## config.mk

```make
export PLATFORM = sky130hd
export DESIGN_NAME = dec_stage_q
export DESIGN_NICKNAME = d
export VERILOG_FILES = /design/src/rtl/dec_pkg.sv /design/src/rtl/dec_core.sv /design/src/rtl/dec_stage_q.sv
export SDC_FILE = /design/constraint.sdc
export NUM_CORES = 1
export LEC_CHECK = 0
export ABC_CLOCK_PERIOD_IN_PS = 6500
export CORE_MARGIN = 4
export CORE_UTILIZATION = 40
export DETAILED_ROUTE_END_ITERATION = 16
export PLACE_DENSITY = 0.65
export SETUP_SLACK_MARGIN = 0.05
export SLEW_MARGIN = 20
export SYNTH_ARGS = -nofsm -noshare
export SYNTH_HDL_FRONTEND = slang
export SYNTH_HIERARCHICAL = 1
export SYNTH_SLANG_ARGS = --single-unit
```

## constraint.sdc

```tcl
create_clock -name hclk -period 6.5 [get_ports hclk]
set_input_delay 0.65 -clock hclk [delete_from_list [all_inputs] [get_ports hclk]]
set_output_delay 0.65 -clock hclk [all_outputs]
set_load 0.1 [all_outputs]
```

## src/rtl/dec_pkg.sv

```systemverilog
// -----------------------------------------------------------------------------
// dec_pkg
// Shared types and constants for the RV32I queued decode stage.
//   op_e   : 7-bit operation code. The M-extension codes are always reserved so
//            the numbering is identical whether or not DEC_RV32M_EN is defined.
//   CLS_*  : bit positions inside the one-hot class vector
//            {store,load,branch,jump,reg,imm,upper}.
//   OPC_* / F3_* / F7_* : major opcode, funct3 and funct7 encodings.
//   fmt_e  : immediate format selector used by imm_gen().
//   dec_s  : complete decode result for one instruction.
// Optional feature macro: DEC_RV32M_EN (consumed by dec_core).
// -----------------------------------------------------------------------------
package dec_pkg;

  typedef enum logic [6:0] {
    OP_ILLEGAL = 7'd0,
    OP_LUI, OP_AUIPC, OP_JAL, OP_JALR,
    OP_BEQ, OP_BNE, OP_BLT, OP_BGE, OP_BLTU, OP_BGEU,
    OP_LB, OP_LH, OP_LW, OP_LBU, OP_LHU,
    OP_SB, OP_SH, OP_SW,
    OP_ADDI, OP_SLTI, OP_SLTIU, OP_XORI, OP_ORI, OP_ANDI,
    OP_SLLI, OP_SRLI, OP_SRAI,
    OP_ADD, OP_SUB, OP_SLL, OP_SLT, OP_SLTU, OP_XOR, OP_SRL, OP_SRA,
    OP_OR, OP_AND,
    OP_FENCE, OP_FENCE_I, OP_ECALL, OP_EBREAK,
    OP_CSRRW, OP_CSRRS, OP_CSRRC, OP_CSRRWI, OP_CSRRSI, OP_CSRRCI,
    OP_MUL, OP_MULH, OP_MULHSU, OP_MULHU, OP_DIV, OP_DIVU, OP_REM, OP_REMU
  } op_e;

  // Class vector bit positions.
  localparam int CLS_UPPER  = 0;
  localparam int CLS_IMM    = 1;
  localparam int CLS_REG    = 2;
  localparam int CLS_JUMP   = 3;
  localparam int CLS_BRANCH = 4;
  localparam int CLS_LOAD   = 5;
  localparam int CLS_STORE  = 6;

  // Major opcodes.
  localparam logic [6:0] OPC_LUI      = 7'b0110111;
  localparam logic [6:0] OPC_AUIPC    = 7'b0010111;
  localparam logic [6:0] OPC_JAL      = 7'b1101111;
  localparam logic [6:0] OPC_JALR     = 7'b1100111;
  localparam logic [6:0] OPC_BRANCH   = 7'b1100011;
  localparam logic [6:0] OPC_LOAD     = 7'b0000011;
  localparam logic [6:0] OPC_STORE    = 7'b0100011;
  localparam logic [6:0] OPC_OP_IMM   = 7'b0010011;
  localparam logic [6:0] OPC_OP       = 7'b0110011;
  localparam logic [6:0] OPC_MISC_MEM = 7'b0001111;
  localparam logic [6:0] OPC_SYSTEM   = 7'b1110011;

  // funct3: ALU (OP / OP-IMM).
  localparam logic [2:0] F3_ADD = 3'b000, F3_SLL = 3'b001, F3_SLT = 3'b010, F3_SLTU = 3'b011;
  localparam logic [2:0] F3_XOR = 3'b100, F3_SR  = 3'b101, F3_OR  = 3'b110, F3_AND  = 3'b111;
  // funct3: branches.
  localparam logic [2:0] F3_BEQ = 3'b000, F3_BNE = 3'b001, F3_BLT  = 3'b100;
  localparam logic [2:0] F3_BGE = 3'b101, F3_BLTU = 3'b110, F3_BGEU = 3'b111;
  // funct3: load/store widths.
  localparam logic [2:0] F3_B = 3'b000, F3_H = 3'b001, F3_W = 3'b010, F3_BU = 3'b100, F3_HU = 3'b101;
  // funct3: MISC-MEM and SYSTEM.
  localparam logic [2:0] F3_FENCE = 3'b000, F3_FENCE_I = 3'b001, F3_PRIV = 3'b000;
  localparam logic [2:0] F3_CSRRW  = 3'b001, F3_CSRRS  = 3'b010, F3_CSRRC  = 3'b011;
  localparam logic [2:0] F3_CSRRWI = 3'b101, F3_CSRRSI = 3'b110, F3_CSRRCI = 3'b111;
  // funct3: M extension.
  localparam logic [2:0] F3_MUL = 3'b000, F3_MULH = 3'b001, F3_MULHSU = 3'b010, F3_MULHU = 3'b011;
  localparam logic [2:0] F3_DIV = 3'b100, F3_DIVU = 3'b101, F3_REM    = 3'b110, F3_REMU  = 3'b111;

  // funct7.
  localparam logic [6:0] F7_BASE   = 7'b0000000;
  localparam logic [6:0] F7_ALT    = 7'b0100000;
  localparam logic [6:0] F7_MULDIV = 7'b0000001;

  typedef enum logic [2:0] {FMT_R, FMT_I, FMT_S, FMT_B, FMT_U, FMT_J} fmt_e;

  typedef struct packed {
    op_e         op;
    logic [6:0]  cls;
    logic [4:0]  rs1;
    logic [4:0]  rs2;
    logic [4:0]  rd;
    logic [31:0] imm;
    logic        illegal;
  } dec_s;

  // Immediate reassembly; B and J drop bit 0, U is left-aligned.
  function automatic logic [31:0] imm_gen(input logic [31:0] inst, input fmt_e fmt);
    case (fmt)
      FMT_I:   return {{20{inst[31]}}, inst[31:20]};
      FMT_S:   return {{20{inst[31]}}, inst[31:25], inst[11:7]};
      FMT_B:   return {{19{inst[31]}}, inst[31], inst[7], inst[30:25], inst[11:8], 1'b0};
      FMT_U:   return {inst[31:12], 12'b0};
      FMT_J:   return {{11{inst[31]}}, inst[31], inst[19:12], inst[20], inst[30:21], 1'b0};
      default: return '0;
    endcase
  endfunction

endpackage

```

## src/rtl/dec_core.sv

```systemverilog
// -----------------------------------------------------------------------------
// dec_core
// Purely combinational RV32I decoder (plus FENCE/FENCE.I/ECALL/EBREAK/CSR).
// Ports:
//   i_inst [31:0] : instruction word
//   o_dec  dec_s  : decoded op, class, register fields, immediate, illegal flag
// Optional feature macro: DEC_RV32M_EN -- when defined, the eight RV32M ops are
// recognised; otherwise their encodings decode as illegal.
// -----------------------------------------------------------------------------
module dec_core
  import dec_pkg::*;
(
  input  logic [31:0] i_inst,
  output dec_s        o_dec
);

  logic [6:0] w_opc;
  logic [2:0] w_f3;
  logic [6:0] w_f7;
  op_e        w_op;
  fmt_e       w_fmt;
  logic [6:0] w_cls;

  assign w_opc = i_inst[6:0];
  assign w_f3  = i_inst[14:12];
  assign w_f7  = i_inst[31:25];

  // NOTE: every variable gets a default before the case so no path leaves it
  // unassigned; that is what keeps this block free of inferred latches.
  always_comb begin
    w_op  = OP_ILLEGAL;
    w_fmt = FMT_R;
    w_cls = '0;
    case (w_opc)
      OPC_LUI:   begin w_op = OP_LUI;   w_fmt = FMT_U; w_cls[CLS_UPPER] = 1'b1; end
      OPC_AUIPC: begin w_op = OP_AUIPC; w_fmt = FMT_U; w_cls[CLS_UPPER] = 1'b1; end
      OPC_JAL:   begin w_op = OP_JAL;   w_fmt = FMT_J; w_cls[CLS_JUMP]  = 1'b1; end
      OPC_JALR: begin
        w_fmt = FMT_I; w_cls[CLS_JUMP] = 1'b1;
        if (w_f3 == 3'b000) w_op = OP_JALR;
      end
      OPC_BRANCH: begin
        w_fmt = FMT_B; w_cls[CLS_BRANCH] = 1'b1;
        case (w_f3)
          F3_BEQ:  w_op = OP_BEQ;
          F3_BNE:  w_op = OP_BNE;
          F3_BLT:  w_op = OP_BLT;
          F3_BGE:  w_op = OP_BGE;
          F3_BLTU: w_op = OP_BLTU;
          F3_BGEU: w_op = OP_BGEU;
          default: w_op = OP_ILLEGAL;
        endcase
      end
      OPC_LOAD: begin
        w_fmt = FMT_I; w_cls[CLS_LOAD] = 1'b1;
        case (w_f3)
          F3_B:    w_op = OP_LB;
          F3_H:    w_op = OP_LH;
          F3_W:    w_op = OP_LW;
          F3_BU:   w_op = OP_LBU;
          F3_HU:   w_op = OP_LHU;
          default: w_op = OP_ILLEGAL;
        endcase
      end
      OPC_STORE: begin
        w_fmt = FMT_S; w_cls[CLS_STORE] = 1'b1;
        case (w_f3)
          F3_B:    w_op = OP_SB;
          F3_H:    w_op = OP_SH;
          F3_W:    w_op = OP_SW;
          default: w_op = OP_ILLEGAL;
        endcase
      end
      OPC_OP_IMM: begin
        w_fmt = FMT_I; w_cls[CLS_IMM] = 1'b1;
        case (w_f3)
          F3_ADD:  w_op = OP_ADDI;
          F3_SLT:  w_op = OP_SLTI;
          F3_SLTU: w_op = OP_SLTIU;
          F3_XOR:  w_op = OP_XORI;
          F3_OR:   w_op = OP_ORI;
          F3_AND:  w_op = OP_ANDI;
          // Shift-immediates carry funct7 in imm[11:5]; only the two legal
          // patterns are accepted.
          F3_SLL:  w_op = (w_f7 == F7_BASE) ? OP_SLLI : OP_ILLEGAL;
          F3_SR:   w_op = (w_f7 == F7_BASE) ? OP_SRLI :
                          (w_f7 == F7_ALT)  ? OP_SRAI : OP_ILLEGAL;
          default: w_op = OP_ILLEGAL;
        endcase
      end
      OPC_OP: begin
        w_fmt = FMT_R; w_cls[CLS_REG] = 1'b1;
        if (w_f7 == F7_BASE) begin
          case (w_f3)
            F3_ADD:  w_op = OP_ADD;
            F3_SLL:  w_op = OP_SLL;
            F3_SLT:  w_op = OP_SLT;
            F3_SLTU: w_op = OP_SLTU;
            F3_XOR:  w_op = OP_XOR;
            F3_SR:   w_op = OP_SRL;
            F3_OR:   w_op = OP_OR;
            default: w_op = OP_AND;
          endcase
        end else if (w_f7 == F7_ALT) begin
          case (w_f3)
            F3_ADD:  w_op = OP_SUB;
            F3_SR:   w_op = OP_SRA;
            default: w_op = OP_ILLEGAL;
          endcase
        end
`ifdef DEC_RV32M_EN
        else if (w_f7 == F7_MULDIV) begin
          case (w_f3)
            F3_MUL:    w_op = OP_MUL;
            F3_MULH:   w_op = OP_MULH;
            F3_MULHSU: w_op = OP_MULHSU;
            F3_MULHU:  w_op = OP_MULHU;
            F3_DIV:    w_op = OP_DIV;
            F3_DIVU:   w_op = OP_DIVU;
            F3_REM:    w_op = OP_REM;
            default:   w_op = OP_REMU;
          endcase
        end
`endif
      end
      OPC_MISC_MEM: begin
        w_fmt = FMT_I; w_cls[CLS_IMM] = 1'b1;
        case (w_f3)
          F3_FENCE:   w_op = OP_FENCE;
          F3_FENCE_I: w_op = OP_FENCE_I;
          default:    w_op = OP_ILLEGAL;
        endcase
      end
      OPC_SYSTEM: begin
        w_fmt = FMT_I; w_cls[CLS_IMM] = 1'b1;
        case (w_f3)
          // ECALL/EBREAK are recognised only as their exact full words.
          F3_PRIV:   w_op = (i_inst[31:7] == 25'h0)             ? OP_ECALL  :
                            (i_inst[31:7] == {12'h001, 13'h0})  ? OP_EBREAK : OP_ILLEGAL;
          F3_CSRRW:  w_op = OP_CSRRW;
          F3_CSRRS:  w_op = OP_CSRRS;
          F3_CSRRC:  w_op = OP_CSRRC;
          F3_CSRRWI: w_op = OP_CSRRWI;
          F3_CSRRSI: w_op = OP_CSRRSI;
          F3_CSRRCI: w_op = OP_CSRRCI;
          default:   w_op = OP_ILLEGAL;
        endcase
      end
      default: w_op = OP_ILLEGAL;
    endcase

    o_dec.op      = w_op;
    o_dec.rs1     = i_inst[19:15];
    o_dec.rs2     = i_inst[24:20];
    o_dec.rd      = i_inst[11:7];
    o_dec.illegal = (w_op == OP_ILLEGAL);
    // An unrecognised word has no class and no meaningful immediate.
    o_dec.cls     = o_dec.illegal ? 7'b0  : w_cls;
    o_dec.imm     = o_dec.illegal ? 32'b0 : imm_gen(i_inst, w_fmt);
  end

endmodule

```

## src/rtl/dec_stage_q.sv

```systemverilog
// -----------------------------------------------------------------------------
// dec_stage_q
// Queued decode stage between IFU and EXU: a DEPTH-entry instruction FIFO, a
// combinational decoder on the FIFO head, and a registered output slot.
// Total buffering is DEPTH+1 instructions.
// Parameters: DEPTH (power of two, 2..16), PC_W (PC sideband width).
// Ports:
//   hclk, hrstn           : clock, asynchronous active-low reset
//   flush                 : discard queue and output slot (beats push/pop)
//   in_valid/in_ready     : IFU handshake, in_inst/in_pc payload
//   out_valid/out_ready   : EXU handshake, out_inst/out_pc raw payload
//   dec_op/dec_class/dec_rs1/dec_rs2/dec_rd/dec_imm/dec_illegal : decode result
//   q_count               : queue occupancy (output slot not included)
// Optional feature macro: DEC_RV32M_EN (RV32M decode inside dec_core).
// -----------------------------------------------------------------------------
module dec_stage_q
  import dec_pkg::*;
#(
  parameter int DEPTH = 4,
  parameter int PC_W  = 32
) (
  input  logic                     hclk,
  input  logic                     hrstn,
  input  logic                     flush,
  input  logic                     in_valid,
  output logic                     in_ready,
  input  logic [31:0]              in_inst,
  input  logic [PC_W-1:0]          in_pc,
  output logic                     out_valid,
  input  logic                     out_ready,
  output logic [31:0]              out_inst,
  output logic [PC_W-1:0]          out_pc,
  output op_e                      dec_op,
  output logic [6:0]               dec_class,
  output logic [4:0]               dec_rs1,
  output logic [4:0]               dec_rs2,
  output logic [4:0]               dec_rd,
  output logic [31:0]              dec_imm,
  output logic                     dec_illegal,
  output logic [$clog2(DEPTH):0]   q_count
);

  localparam int AW = $clog2(DEPTH);
  localparam int CW = AW + 1;

  logic [31:0]     r_mem_inst [DEPTH];
  logic [PC_W-1:0] r_mem_pc   [DEPTH];
  logic [AW-1:0]   r_wr_ptr;
  logic [AW-1:0]   r_rd_ptr;
  logic [CW-1:0]   r_count;

  logic            r_out_valid;
  logic [31:0]     r_out_inst;
  logic [PC_W-1:0] r_out_pc;
  dec_s            r_dec;

  logic            w_push;
  logic            w_pop;
  logic [31:0]     w_head_inst;
  dec_s            w_head_dec;

  // Ready looks only at occupancy (never at a same-cycle pop) and is held high
  // during flush; it is forced low while the block is held in reset.
  assign in_ready = hrstn && (flush || (r_count < CW'(DEPTH)));
  assign w_push   = in_valid && in_ready && !flush;
  // The head moves into the slot when the slot is free or being drained.
  assign w_pop    = !flush && (r_count != '0) && (!r_out_valid || out_ready);

  assign w_head_inst = r_mem_inst[r_rd_ptr];

  dec_core u_dec_core (
    .i_inst (w_head_inst),
    .o_dec  (w_head_dec)
  );

  // NOTE: state registers use non-blocking assignments so every flop samples
  // the pre-edge values regardless of statement order.
  always_ff @(posedge hclk or negedge hrstn) begin
    if (!hrstn) begin
      r_wr_ptr <= '0;
      r_rd_ptr <= '0;
      r_count  <= '0;
    end else if (flush) begin
      r_wr_ptr <= '0;
      r_rd_ptr <= '0;
      r_count  <= '0;
    end else begin
      // Pointers are exactly AW bits wide, so increment wraps modulo DEPTH.
      if (w_push) r_wr_ptr <= r_wr_ptr + AW'(1);
      if (w_pop)  r_rd_ptr <= r_rd_ptr + AW'(1);
      if (w_push && !w_pop)      r_count <= r_count + CW'(1);
      else if (!w_push && w_pop) r_count <= r_count - CW'(1);
    end
  end

  // NOTE: the storage array has no reset; an entry is only ever read after it
  // has been written, and leaving it unreset lets it map onto plain RAM/flops.
  always_ff @(posedge hclk) begin
    if (w_push) begin
      r_mem_inst[r_wr_ptr] <= in_inst;
      r_mem_pc[r_wr_ptr]   <= in_pc;
    end
  end

  // Output slot. Payload only changes on a load, so it holds during a stall
  // and keeps its last value after draining or flushing.
  always_ff @(posedge hclk or negedge hrstn) begin
    if (!hrstn) begin
      r_out_valid <= 1'b0;
      r_out_inst  <= '0;
      r_out_pc    <= '0;
      r_dec       <= '0;
    end else if (flush) begin
      r_out_valid <= 1'b0;
    end else if (w_pop) begin
      r_out_valid <= 1'b1;
      r_out_inst  <= w_head_inst;
      r_out_pc    <= r_mem_pc[r_rd_ptr];
      r_dec       <= w_head_dec;
    end else if (out_ready) begin
      r_out_valid <= 1'b0;
    end
  end

  assign out_valid   = r_out_valid;
  assign out_inst    = r_out_inst;
  assign out_pc      = r_out_pc;
  assign dec_op      = r_dec.op;
  assign dec_class   = r_dec.cls;
  assign dec_rs1     = r_dec.rs1;
  assign dec_rs2     = r_dec.rs2;
  assign dec_rd      = r_dec.rd;
  assign dec_imm     = r_dec.imm;
  assign dec_illegal = r_dec.illegal;
  assign q_count     = r_count;

endmodule

```

After elaboration in Yosys (flattened, before gate mapping)
Memories as Yosys holds them, arrays and structs flattened. A register that Yosys moved wholly into a read port is not among the register bits.
Cells that the tools add are included.

cells by class
  $add $sub $neg = 4
  $lt $le $gt $ge = 1
  eq/ne operators = 25
  multiplexer cells = 40
  bitwise logic cells = 1
  reduce and logical (&&, ||, !) cells = 28

operators by type and width
  kind                                             count
  case mux 32 bit (5 select lines)                 1
  case mux 7 bit (11 select lines)                 1
  case mux 7 bit (8 select lines)                  1
  case mux 7 bit (7 select lines)                  1
  case mux 6 bit (7 select lines)                  1
  two-way mux 7 bit                                5
  two-way mux 32 bit                               1
  == test 7 x 6 -> 1 bit, second input constant    4
  == test 7 bit, second input constant             4
  == test 25 x 14 -> 1 bit, second input constant  1
  zero test 25 bit                                 1
  case mux 4 bit (6 select lines)                  1
  case mux 6 bit (2 select lines)                  2
  case mux 4 bit (5 select lines)                  1
  == test 3 bit, second input constant             6
  case mux 3 bit (5 select lines)                  1
  case mux 5 bit (3 select lines)                  1
  == test 7 x 5 -> 1 bit, second input constant    2
  zero test 7 bit                                  2
  == test 3 x 2 -> 1 bit, second input constant    4
  two-way mux 1 bit                                12
  two-way mux 3 bit                                4
  two-way mux 5 bit                                2
  nonzero test 3 bit                               3
  other kinds (19)                                 37

word-level totals
  flip-flop bits (word level) = 102
  RAM bits = 256
  input bits = 69
  output and inout bits = 131
  word-level logic and storage cells = 113
  memories = 2

memories
  memory      depth  width  read ports  clocked after memory_dff  wr ports  line               RTL
  r_mem_inst  4      32     1           0                         1         dec_stage_q.sv:46  logic [31:0] r_mem_inst [DEPTH];
  r_mem_pc    4      32     1           1                         1         dec_stage_q.sv:47  logic [PC_W-1:0] r_mem_pc [DEPTH];

Longest topological paths before layout
Gate-level depths: netlist of run 1.

  depth in word-level cells = 10
  gate-level depth with buffers = 13
  depth with buffers taken out = 8

Modules after synthesis
Netlist of run 1, hierarchy kept.

modules (own cells, without submodules)
  module       times used  cells an instance  area an instance (um^2)  seq. area each (um^2)
  dec_stage_q  1           656                14615.3                  11040.6
  dec_core     1           257                1833.0                   0.0

Least setup slack after synthesis of run 1
Ideal clock, no wire load.

  path type = register to register
  start = register r_count[2] (netlist: q_count[2])
  end = memory r_mem_inst[0][0] (enable)
  setup time = 0.429 ns
  data arrival time = 2.776 ns
  required time = 6.071 ns
  setup slack = 3.295 ns
  cell stages (with the launch flop) = 3
  buffers on the path = 0
  period minus slack after synthesis = 3.205 ns
  cells stage by stage = dfrtp_1 nor3_1 and2_1

between the ends
  word-level cells in the longest chain between the ends = 7

ends and longest elaborated chain
  what                                     line                RTL
  start: declaration                       dec_stage_q.sv:50   logic [CW-1:0] r_count;
  start signal: assignment                 dec_stage_q.sv:91   if (w_push && !w_pop) r_count <= r_count + CW'(1);
  start signal: assignment                 dec_stage_q.sv:92   else if (!w_push && w_pop) r_count <= r_count - CW'(1);
  < comparator 3 bit                       dec_stage_q.sv:64   assign in_ready = hrstn && (flush || (r_count < CW'(DEPTH)));
  logical OR 1 bit                         dec_stage_q.sv:64
  logical AND 1 bit                        dec_stage_q.sv:64
  logical AND 1 bit (2 in series)          dec_stage_q.sv:65   assign w_push = in_valid && in_ready && !flush;
  two-way mux 1 bit                        dec_stage_q.sv:99   if (w_push) begin
  two-way mux 1 bit (implied by the code)  dec_stage_q.sv:100  r_mem_inst[r_wr_ptr] <= in_inst;
  end: declaration                         dec_stage_q.sv:46

Every way passes these cells.

==> flow_summary.json, run 1 <==
{
  "finalSetupViolCount": 0,
  "dr_wl_met3_um": 2730,
  "dr.pass1.iters": 5,
  "min_to": "dec_imm[6]$_DFFE_PN0P_",
  "cp-end-kind": "register",
  "hold_viol": 0,
  "synthTopCellsByArea": "edfxtp_1 47%, dfrtp_1 20%, mux4_2 7.9%",
  "synth_seq_cells": 390,
  "timing.rr.start": "r_rd_ptr[0]$_DFFE_PN0P_",
  "cts_resized": 0,
  "seq_power_share_pct": 31.9,
  "ant_nets": 0,
  "netlist_area_mm2": 0.0164,
  "dieWidth_um": 211,
  "die_h_um": 211,
  "final_nets": 1170,
  "wl_um": 38800,
  "cp-start-kind": "register",
  "ioPinCount": 200,
  "synth_area_per_cell_um2": 18.0,
  "path_clk_slew_ps": 60,
  "area_growth_syn_to_layout_pct": 21.8,
  "p_clk_share_pct": 22.3,
  "drt_iter0_markers": 808,
  "root_buffer": "clkbuf_16",
  "core_mm2": 0.0407,
  "crit_arrival_ps": 4860,
  "post_cts_buffers": 0,
  "fin_tns_setup_ps": 0,
  "rrSetupSlack_ps": 2080,
  "numClockSinks": 390,
  "status": "finished, final reports clean",
  "relSlewSlack_pct": 26.1,
  "period_minus_slack_ps": 4420,
  "clockBufferDepth": 3,
  "syn_nets": 987,
  "multi_input_area_mm2": 0.00484,
  "rsz0062_at_grt": "no",
  "grt_pass1_vias": 9417,
  "synth_ff_type": "edfxtp_1",
  "fmax_mhz": 226,
  "cp_top_family": "simple AND/OR/NAND/NOR gates",
  "fillers": 3441,
  "yosysUniqueCellTypes": 83,
  "fp-row-count": 74,
  "max_stage_delay_ps": 980,
  "die_area_mm2": 0.0444,
  "synth_top_area_share_pct": 46.7,
  "wl_met2_um": 18300,
  "grt_pass1_wl_um": 59500,
  "pwr-share-comb_pct": 45.8,
  "ctsHoldBuffers": 1,
  "worstSetupPathType": "register to register",
  "clock_latency_ps": 570,
  "hold_path_depth": 1,
  "critPathMaxFanout": 41,
  "worstPathRequired_ps": 6940,
  "dp_hpwl_um": 24000,
  "p_leak_uw": 0.00704,
  "power_density_mw_per_mm2": 518,
  "track_usage_pct": 17.4,
  "wl_per_cell_um": 23.3,
  "route.detailed.drc": 0,
  "maxCapViolCount": 0,
  "mostFrequentLayoutCells": "256 x edfxtp_1, 198 x clkdlybuf4s50_1, 132 x dfrtp_1, 99 x mux2_2, 58 x mux4_2",
  "ys_seq_area_share_pct": 67.1,
  "seqCellArea_mm2": 0.0110,
  "worst_slew_pin_slew_ps": 1100,
  "synthArstFlopShare_pct": 34.4,
  "avgViaCountPerCell": 5.36,
  "htree_levels": 2,
  "path_buf_inv": 1,
  "min_path_type": "register to register",
  "synth_edf_count": 256,
  "cts_made_buffers": 42,
  "met1_length_um": 16900,
  "syn_inst": 913,
  "min_period_over_period_pct": 68.1,
  "grt_max_degree": 130,
  "yosysWarnings": 6,
  "antennaDiodeCount": 0,
  "peakVddDrop_mv": 0.426,
  "globalplace.congestion": 0.876,
  "timing.rr.end": "dec_illegal$_DFFE_PN0P_",
  "grt.overflow.total": 0,
  "whs_ps": 505,
  "mostFrequentLayoutCell": "edfxtp_1",
  "worstHoldStart": "dec_imm[6]$_DFFE_PN0P_",
  "yosys.area.top_type": "edfxtp_1",
  "num_vias": 8914,
  "crit_chain": "mux4_2, nand4bb_1, nor4b_4, o21ai_1, a21oi_2, nor4_4, buf_4, and2_1, mux2_2",
  "grt_antenna_before_repair": 5,
  "portBuffers": 199,
  "p_int_uw": 5760,
  "maxSlewViolCount": 0,
  "switching_share_pct": 44.5,
  "cts_tree": "yes",
  "highest_layer": "met5",
  "reg2reg_depth": 9,
  "p_sw_uw": 4610,
  "start_util_pct": 40.4,
  "layout-drive-gt1-share_pct": 27.9,
  "slowest_stage": "dfrtp_4",
  "finClkSkew_ps": 17.1
}
## routing by layer
metal,track usage [%],up-vias
met5,0,-
met4,4.38,10
met3,4.92,65
met2,27.7,267
met1,24.0,4609
li1,-,3963
## worst max-delay path by stage
stage	from	endpoint	slack (ps)	cells after the start
2_1_floorplan	q_count[2]$_DFFE_PN0P_	r_mem_inst[0][0]$_DFFE_PP_	3300	2
3_3_place_gp	r_rd_ptr[0]$_DFFE_PN0P_	dec_illegal$_DFFE_PN0P_	2090	9
3_5_place_dp	r_rd_ptr[0]$_DFFE_PN0P_	dec_illegal$_DFFE_PN0P_	2070	10
4_1_cts	r_rd_ptr[0]$_DFFE_PN0P_	dec_illegal$_DFFE_PN0P_	2040	10
5_1_grt	r_rd_ptr[0]$_DFFE_PN0P_	dec_class[1]$_DFFE_PN0P_	1750	9
6_report	r_rd_ptr[0]$_DFFE_PN0P_	dec_illegal$_DFFE_PN0P_	2080	9
## worst reg2reg max path: stages, from the launching register on
cell       delay [ps]
dfrtp_4           980
mux4_2            820
nand4bb_1         520
nor4b_4           690
o21ai_1           170
a21oi_2           250
nor4_4             70
buf_4             310
and2_1            250
mux2_2            250
## cells in the mapped netlist (10+ instances only)
master / count
a21oi_1: 36
a21oi_2: 32
nor3_1: 10
edfxtp_1: 256
mux2_4: 27
mux4_2: 58
and3_1: 10
dfrtp_1: 134
mux2_2: 99
nand2_1: 18
buf_6: 10
buf_2: 10
o21ai_0: 10
nor2_1: 10
buf_4: 37
## sequential cells by signal (all words and copies together) (netlist names), 7 cells and up
register    flops
out_pc         32
dec_imm        32
r_mem_pc      128
dec_class       7
dec_op          7
out_inst       32
r_mem_inst    128
## per-stage QoR
stage | util (%) | power (µW) | setup slack, ps | std cells | area [µm²]
floorplan | - | 7110 | 3300 | 913 | 16400
global placement | 45.8 | 8120 | 2090 | 1583 | 18700
detailed placement | 45.8 | 8140 | 2070 | 1583 | 18700
CTS | 49.2 | 10500 | 2040 | 1662 | 20000
global route | 49.2 | 10800 | 1750 | 1662 | 20000
finish | 49.2 | 10400 | 2080 | 1662 | 20000
## area by class of cell
cell class / count / share of cell area, %
flip-flops and latches: 390 / 55.2
multi-input cells: 442 / 24.2
repair buffers: 210 / 10.4
clock buffers: 57 / 5.73
well taps: 532 / 3.32
clock inverters: 21 / 1.01
inverters: 10 / 0.187
## cells by family (layout without fill, tap and decap cells)
logic type               count (synthesis)  count (layout)  synth area share (%)
flip-flops                             390             390                  67.1
multiplexers                           192             192                  18.3
AO/OA/AOI/OAI                          121             121                  5.52
AND/OR/NAND/NOR                        119             119                  4.84
buffers and inverters                   81             298                  3.59
adder cells (fa/ha/maj)                  6               6                 0.487
XOR/XNOR                                 3               3                 0.160
other                                    1               1                0.0228
## power groups by stage
stage | Sequential (µW) | Combinational [µW] | Clock (µW)
floorplan | 5310 | 1800 | 0
global placement | 3370 | 4750 | 0
detailed placement | 3370 | 4770 | 0
CTS | 3330 | 4780 | 2390
global route | 3370 | 4930 | 2490
finish | 3310 | 4750 | 2310
(Power assumes the default switching activity.)
==> run 2: changes to the inputs <==
--- a/config.mk
+++ b/config.mk
@@ -5,11 +5,11 @@
 export SDC_FILE = /design/constraint.sdc
 export NUM_CORES = 1
 export LEC_CHECK = 0
-export ABC_CLOCK_PERIOD_IN_PS = 6500
+export ABC_CLOCK_PERIOD_IN_PS = 3800
 export CORE_MARGIN = 4
 export CORE_UTILIZATION = 40
 export DETAILED_ROUTE_END_ITERATION = 16
-export PLACE_DENSITY = 0.65
+export PLACE_DENSITY = 0.67
 export SETUP_SLACK_MARGIN = 0.05
 export SLEW_MARGIN = 20
 export SYNTH_ARGS = -nofsm -noshare
==> constraint.sdc (replaced) <==
create_clock -name hclk -period 3.8 [get_ports hclk]
set_input_delay 0.38 -clock hclk [delete_from_list [all_inputs] [get_ports hclk]]
set_output_delay 0.38 -clock hclk [all_outputs]
set_load 0.1 [all_outputs]
==> run 2 against run 1 <==
Against the previous run: design area up 1.9%; power up 74%; worst setup slack worse by 1900 ps; sequential power up 67%; critical path depth unchanged; highest routed layer unchanged; count of clock-buffer cells in the layout up 7; critical endpoint is now dec_imm[31]$_DFFE_PN0P_; global-route usage up 0.25 points; largest power group unchanged; die area unchanged; register-to-register slack worse by 1900 ps; utilization up 0.93 points; worst hold slack worse by 170 ps; non-clock buffer count up 37.
==> flow_summary.json, run 2 (synthesis results as in run 1) <==
{
  "ioPinCount": 200,
  "place_ws_ps": -22.3,
  "grt_antenna_before_repair": 9,
  "wl_per_cell_um": 23.1,
  "switching_share_pct": 43.8,
  "root_buffer": "clkbuf_16",
  "maxSlewViolCount": 0,
  "fillers": 3442,
  "grt_max_degree": 130,
  "grt_pass1_vias": 9682,
  "dp.cells": 1614,
  "dr.pass1.iters": 4,
  "mostFrequentLayoutCells": "256 x edfxtp_1, 197 x clkdlybuf4s50_1, 132 x dfrtp_1, 99 x mux2_2, 58 x mux4_2",
  "worstPathRequired_ps": 4230,
  "relSlewSlack_pct": 29.9,
  "maxCapViolCount": 0,
  "peakVddDrop_mv": 0.783,
  "period_minus_slack_ps": 3590,
  "pwr-share-comb_pct": 46.9,
  "cts_made_buffers": 43,
  "grt_pass1_wl_um": 60100,
  "path_clk_slew_ps": 60,
  "crit_arrival_ps": 4020,
  "critPathMaxFanout": 31,
  "hold_viol": 0,
  "top_regs": "r_mem_inst x128, r_mem_pc x128",
  "track_usage_pct": 17.7,
  "p_int_uw": 10200,
  "min_path_type": "input pin to async pin",
  "start_util_pct": 40.4,
  "min_period_over_period_pct": 94.5,
  "rsz0062_at_grt": "no",
  "instances_no_fill": 1701,
  "p_sw_uw": 7920,
  "cts_tree": "yes",
  "p_leak_uw": 0.00726,
  "htree_levels": 2,
  "finalSetupViolCount": 0,
  "mostFrequentLayoutCell": "edfxtp_1",
  "seq_power_share_pct": 30.6,
  "fin_ws_ps": 211,
  "drt_iter0_markers": 497,
  "cp-end-kind": "register",
  "final_nets": 1208,
  "num_vias": 8978,
  "dieWidth_um": 211,
  "multi_input_area_mm2": 0.00484,
  "area_growth_syn_to_layout_pct": 24.1,
  "die_h_um": 211,
  "seqCellArea_mm2": 0.0110,
  "portBuffers": 199,
  "layout-drive-gt1-share_pct": 29.9,
  "numClockSinks": 390,
  "fp-row-count": 74,
  "grt.overflow.total": 0,
  "power_density_mw_per_mm2": 886,
  "cp-start-kind": "register",
  "reg2reg_depth": 9,
  "globalplace.congestion": 0.852,
  "dp_hpwl_um": 25400,
  "finClkSkew_ps": 16.6,
  "clockBufferDepth": 3,
  "die_area_mm2": 0.0444,
  "status": "finished, final reports clean",
  "worst_slew_pin_slew_ps": 1050,
  "clock_latency_ps": 560,
  "whs_ps": 334,
  "fmax_mhz": 279,
  "p_clk_share_pct": 22.5,
  "worstSetupPathType": "register to register",
  "ant_nets": 0,
  "avgViaCountPerCell": 5.28,
  "wl_um": 39300,
  "route.detailed.drc": 0,
  "core_mm2": 0.0407
}
[run 2: layout make-up]
cell class,count,share of cell area (%)
flip-flops and latches,390,54.1
multi-input cells,442,23.7
repair buffers,247,12.0
clock buffers,64,5.71
well taps,532,3.26
clock inverters,14,0.938
inverters,10,0.184
diodes,2,0.0245
[run 2: critical path, stage by stage, from the launching register on]
cell and delay (ps):
dfrtp_4 600, mux4_2 650, nand4bb_1 320, a2111oi_0 120, a221oi_1 390, nand4_1 240, nor4_4 460, buf_12 290
a21oi_1 100, mux2_2 270
[run 2: power groups by stage]
stage | Sequential [µW] | Clock (µW) | Combinational [µW]
final | 5540 | 4070 | 8480
after global routing | 5620 | 4380 | 8820
after CTS | 5550 | 4180 | 8530
after detailed placement | 5640 | 0 | 8460
after global placement | 5640 | 0 | 8430
after floorplan | 9080 | 0 | 3080
[run 2: final timing paths]
| kind | startpoint | to | slack (ps) |
|---|---|---|---|
| max in group asynchronous | hrstn | r_rd_ptr[0]$_DFFE_PN0P_ | 1580 |
| max reg2reg | r_rd_ptr[0]$_DFFE_PN0P_ | dec_imm[31]$_DFFE_PN0P_ | 210 |
| min reg2reg | out_pc[26]$_DFFE_PN0P_ | out_pc[26]$_DFFE_PN0P_ | 500 |
| min in group hclk | in_inst[2] | r_mem_inst[2][2]$_DFFE_PP_ | 450 |
| max | r_rd_ptr[0]$_DFFE_PN0P_ | dec_imm[31]$_DFFE_PN0P_ | 210 |
| min | hrstn | dec_imm[10]$_DFFE_PN0P_ | 330 |
[run 2: what timing repair did]
| item | CTS | global route |
|---|---|---|
| endpoints found under the hold margin | 38 | 0 |
| buffers inserted | 4 | 2 |
| gates resized for setup | 1 | 2 |
| endpoints found under the setup margin | 32 | 32 |
| pin swaps | 0 | 2 |
| hold buffers | 1 | 0 |
[run 2: routing by layer]
layer	vias to the layer above	global-route usage (%)	part of all wire (%)
li1	4032	-	-
met1	4625	23.6	43
met2	232	28.8	49
met3	73	4.89	6.6
met4	16	5.01	2.1
met5	-	0	0.22
[run 2: through the flow]
stage	TNS, ps	instance area (µm²)	power (µW)	util [%]
3_5_place_dp	-81.2	19000	14100	46.6
3_3_place_gp	0	19000	14100	46.6
2_1_floorplan	0	16400	12200	-
6_report	0	20400	18100	50.1
5_1_grt	0	20400	18800	50.1
4_1_cts	0	20400	18300	50.0
==> run 3: changes to the inputs <==
--- a/config.mk
+++ b/config.mk
@@ -9,7 +9,8 @@
 export CORE_MARGIN = 4
 export CORE_UTILIZATION = 40
 export DETAILED_ROUTE_END_ITERATION = 16
-export PLACE_DENSITY = 0.67
+export DONT_BUFFER_PORTS = 1
+export PLACE_DENSITY = 0.6
 export SETUP_SLACK_MARGIN = 0.05
 export SLEW_MARGIN = 20
 export SYNTH_ARGS = -nofsm -noshare
==> run 3 against run 2 <==
Against the previous run: non-clock buffer count is 72 lower; die area stayed put; clock skew is 4.0 ps higher; sequential power is 65% higher; power is 3.3% lower; routed wire length is 0.34% higher; clock power is 1% higher; largest power group is now registers; critical path depth is 1 higher.
==> flow_summary.json, run 3 (synthesis results as in run 1) <==
{
  "status": "finished, final reports clean",
  "layout-drive-gt1-share_pct": 38.0,
  "area_growth_syn_to_layout_pct": 19.1,
  "portBuffers": 0,
  "core_mm2": 0.0407,
  "rrSetupSlack_ps": 270,
  "finClkSkew_ps": 20.6,
  "dieWidth_um": 211,
  "worstPathRequired_ps": 4280,
  "min_path_type": "input pin to register",
  "grt_antenna_before_repair": 6,
  "instances_no_fill": 1629,
  "numClockSinks": 390,
  "maxSlewViolCount": 0,
  "maxCapViolCount": 0,
  "whs_ps": 43.8,
  "root_buffer": "clkbuf_16",
  "cp_top_family": "multiplexers",
  "relSlewSlack_pct": 31.4,
  "worst_slew_pin_slew_ps": 1030,
  "worstHoldStart": "out_ready",
  "cp-start-kind": "register",
  "clockBufferDepth": 3,
  "fmax_mhz": 283,
  "power_density_mw_per_mm2": 892,
  "grt_pass1_wl_um": 59200,
  "cp-end-kind": "register",
  "crit_chain": "buf_4, mux4_2, nor4_4, and3b_1, o21ai_0, a211oi_1, nor4_4, buf_4, a21oi_2, mux2_2",
  "globalplace.congestion": 0.862,
  "track_usage_pct": 17.7,
  "min_period_over_period_pct": 93.0,
  "p_leak_uw": 0.00710,
  "period_minus_slack_ps": 3530,
  "place_area_mm2": 0.0174,
  "path_clk_slew_ps": 60,
  "cts_tree": "yes",
  "ant_nets": 0,
  "dr.pass1.iters": 4,
  "htree_levels": 2,
  "reg2reg_depth": 10,
  "route.detailed.drc": 0,
  "finalSetupViolCount": 0,
  "num_vias": 8647,
  "fin_tns_setup_ps": 0,
  "grt.overflow.total": 0,
  "critPathMaxFanout": 15,
  "top_regs": "r_mem_inst x128, r_mem_pc x128",
  "fillers": 3467,
  "die_area_mm2": 0.0444,
  "fp-row-count": 74,
  "start_util_pct": 40.4,
  "cts_made_buffers": 42,
  "dp.cells": 1475,
  "final_nets": 1135,
  "hold_viol": 0,
  "timing.rr.start": "r_rd_ptr[0]$_DFFE_PN0P_",
  "grt_pass1_vias": 9102,
  "drt_iter0_markers": 538,
  "mostFrequentLayoutCell": "edfxtp_1",
  "worstSetupPathType": "register to register",
  "path_buf_inv": 2,
  "ioPinCount": 200,
  "peakVddDrop_mv": 0.631,
  "dp_hpwl_um": 25700,
  "crit_start": "r_rd_ptr[0]$_DFFE_PN0P_",
  "stdcell_area_mm2": 0.0196,
  "avgViaCountPerCell": 5.31,
  "mostFrequentLayoutCells": "256 x edfxtp_1, 132 x dfrtp_1, 101 x buf_4, 99 x mux2_2, 66 x dlygate4sd3_1",
  "die_h_um": 211,
  "slowest_stage": "mux4_2",
  "cp-endpoint": "dec_imm[4]$_DFFE_PN0P_",
  "crit_arrival_ps": 4020,
  "max_stage_delay_ps": 660,
  "worst-path-stages": 10,
  "timing.rr.end": "dec_imm[4]$_DFFE_PN0P_",
  "wl_um": 39400,
  "clock_latency_ps": 560,
  "rsz0062_at_grt": "no",
  "grt_max_degree": 135,
  "wl_per_cell_um": 24.2
}
-- run 3: repair_timing --
action | in CTS | in global routing
pin swaps | 2 | 1
endpoints found under the setup margin | 25 | 36
setup buffers | 6 | 1
gates resized for setup | 0 | 2
hold buffers | 67 | 0
hold endpoints to repair | 397 | 0
-- run 3: layout make-up --
class / count / area, µm² / share of cell area [%]
sequential: 390 / 11000 / 56.4
multi-input combinational: 442 / 4850 / 24.8
timing repair buffer: 175 / 1590 / 8.10
clock buffer: 63 / 1200 / 6.13
tap: 532 / 666 / 3.40
clock inverter: 15 / 196 / 1.00
inverter: 10 / 37.5 / 0.192
antenna: 2 / 5.00 / 0.0255
-- run 3: layer usage --
metal,track usage [%],up-vias,part of all wire [%]
met4,5.23,8,2.5
li1,-,3892,-
met2,28.3,251,48
met5,0,-,0.14
met3,6.12,71,8.7
met1,23.0,4425,41
-- run 3: how the worst min path moves through the flow --
stage	cells after the start	to	slack, ps
2_1_floorplan	0	dec_class[0]$_DFFE_PN0P_	80
6_report	2	out_valid$_DFFE_PN0P_	40
4_1_cts	2	out_valid$_DFFE_PN0P_	1
3_3_place_gp	0	dec_class[2]$_DFFE_PN0P_	90
5_1_grt	2	out_valid$_DFFE_PN0P_	30
3_5_place_dp	0	dec_class[2]$_DFFE_PN0P_	90
-- run 3: metrics by stage --
step / util (%) / worst slack [ps] / total power [µW]
2_1_floorplan: - / 595 / 12200
3_3_place_gp: 42.8 / -27.3 / 13300
3_5_place_dp: 42.8 / -0.803 / 13300
4_1_cts: 48.0 / 98.1 / 17700
5_1_grt: 48.1 / 84.2 / 18200
6_report: 48.1 / 268 / 17500
-- run 3: power by group --
group / switching, µW / leakage (µW) / internal [µW]
Combinational: 2120 / 0.00244 / 2100
Clock: 1650 / 0.000677 / 2470
Sequential: 4100 / 0.00399 / 5030
==> RTL change, RTL diff (flow settings as in run 3) <==
The option `DEC_RV32M_EN` is turned on by a define.
--- a/src/rtl/dec_core.sv
+++ b/src/rtl/dec_core.sv
@@ -7,6 +7,8 @@
 // Optional feature macro: DEC_RV32M_EN -- when defined, the eight RV32M ops are
 // recognised; otherwise their encodings decode as illegal.
 // -----------------------------------------------------------------------------
+`define DEC_RV32M_EN
+
 module dec_core
   import dec_pkg::*;
 (
Check against the original RTL: not equivalent (Yosys sat finds a counterexample within 4 cycles, from zero or initial values and one cycle with hrstn low).
==> RTL change against run 3 <==
  * Worst setup slack got worse by 0.12 ns
  * Design area shrank 1.3%
  * Area after synthesis decreased by 0.76%
  * Global-route usage up 0.20 points
  * Hold slack better by 0.0070 ns
  * Synthesized cell count is 2.4% higher
  * Wire length up 1.3%
  * Non-clock buffer count is 22 lower
  * Sequential cell count unchanged
  * Fmax down 3.3%
  * Total power shrank 1.4%
  * Critical endpoint is now dec_imm[14]
  * Highest routed layer unchanged
==> RTL change: results <==
set metrics [dict create \
    pre_cts_slack_ns 0.0978 \
    grtUsageMet2_pct 27.7 \
    use_met1_pct 23.9 \
    first_pass_iters 5 \
    status "finished, final reports clean" \
    placed_cells 1458 \
    grt_pass1_wl_mm 60.2 \
    slowest_stage "dfrtp_4" \
    critPathMaxStageDelay_ns 0.53 \
    ir_drop_v 0.000473 \
    syn-num-nets 1009 \
    wl_per_cell_um 24.6 \
    postCtsSetupBuffers 0 \
    worstRegToRegCells 11 \
    synth_common_cells "edfxtp_1 (256), dfrtp_1 (134), mux2_2 (99)" \
    crit_family "simple AND/OR/NAND/NOR gates" \
    fin_util_pct 48.3 \
    antenna_found_initial 9 \
    stdcell_count 1620 \
    met3_usage_pct 6.13 \
    grt_use_total_pct 17.9 \
    grt_pass1_vias 9328 \
    synth_cells 935 \
    ys_seq_area_share_pct 67.6 \
    r2r_slack_ns 0.15 \
    drive_gt1_share_pct 32.8 \
    clock.fmax_mhz 274 \
    finalNetCount 1130 \
    r2r_end "dec_imm[14]" \
    cp.arrival_ns 4.08 \
    met3WireLength_mm 3.48 \
    swShare_pct 45.1 \
    drtIter0Drc 610 \
    synthTopCellsByArea "edfxtp_1 (47%), dfrtp_1 (21%), mux4_2 (8.0%)" \
    ys_types 70 \
    comb_power_w 0.00409 \
]
## RTL change: changes by cell type in the layout (fill, tap and decap cells not counted), sizes merged, moves of 4 or more
cell	change
a21oi	-41
nor2	+6
buf	-23
nand2	+9
and3	-4
nand4	-4
a31oi	+22
a32oi	+8
nor3b	+7
nor3	+7
o22ai	+4
diode	+4
## RTL change: logic make-up after synthesis
| family | share of synthesized area, % |
|---|---|
| flip-flops | 67.6 |
| multiplexers | 18.5 |
| AND/OR/NAND/NOR | 5.20 |
| AO/OA/AOI/OAI | 4.39 |
| buffers and inverters | 3.63 |
| adder cells (fa/ha/maj) | 0.552 |
| XOR/XNOR | 0.107 |
| other | 0.0230 |
## RTL change: cell type report
cell class / count / share of cell area, %
Sequential cell: 390 / 57.1
Multi-Input combinational cell: 455 / 24.5
Timing Repair Buffer: 153 / 7.50
Clock buffer: 63 / 6.06
Tap cell: 525 / 3.40
Clock inverter: 14 / 1.03
Inverter: 14 / 0.272
Antenna cell: 6 / 0.0776
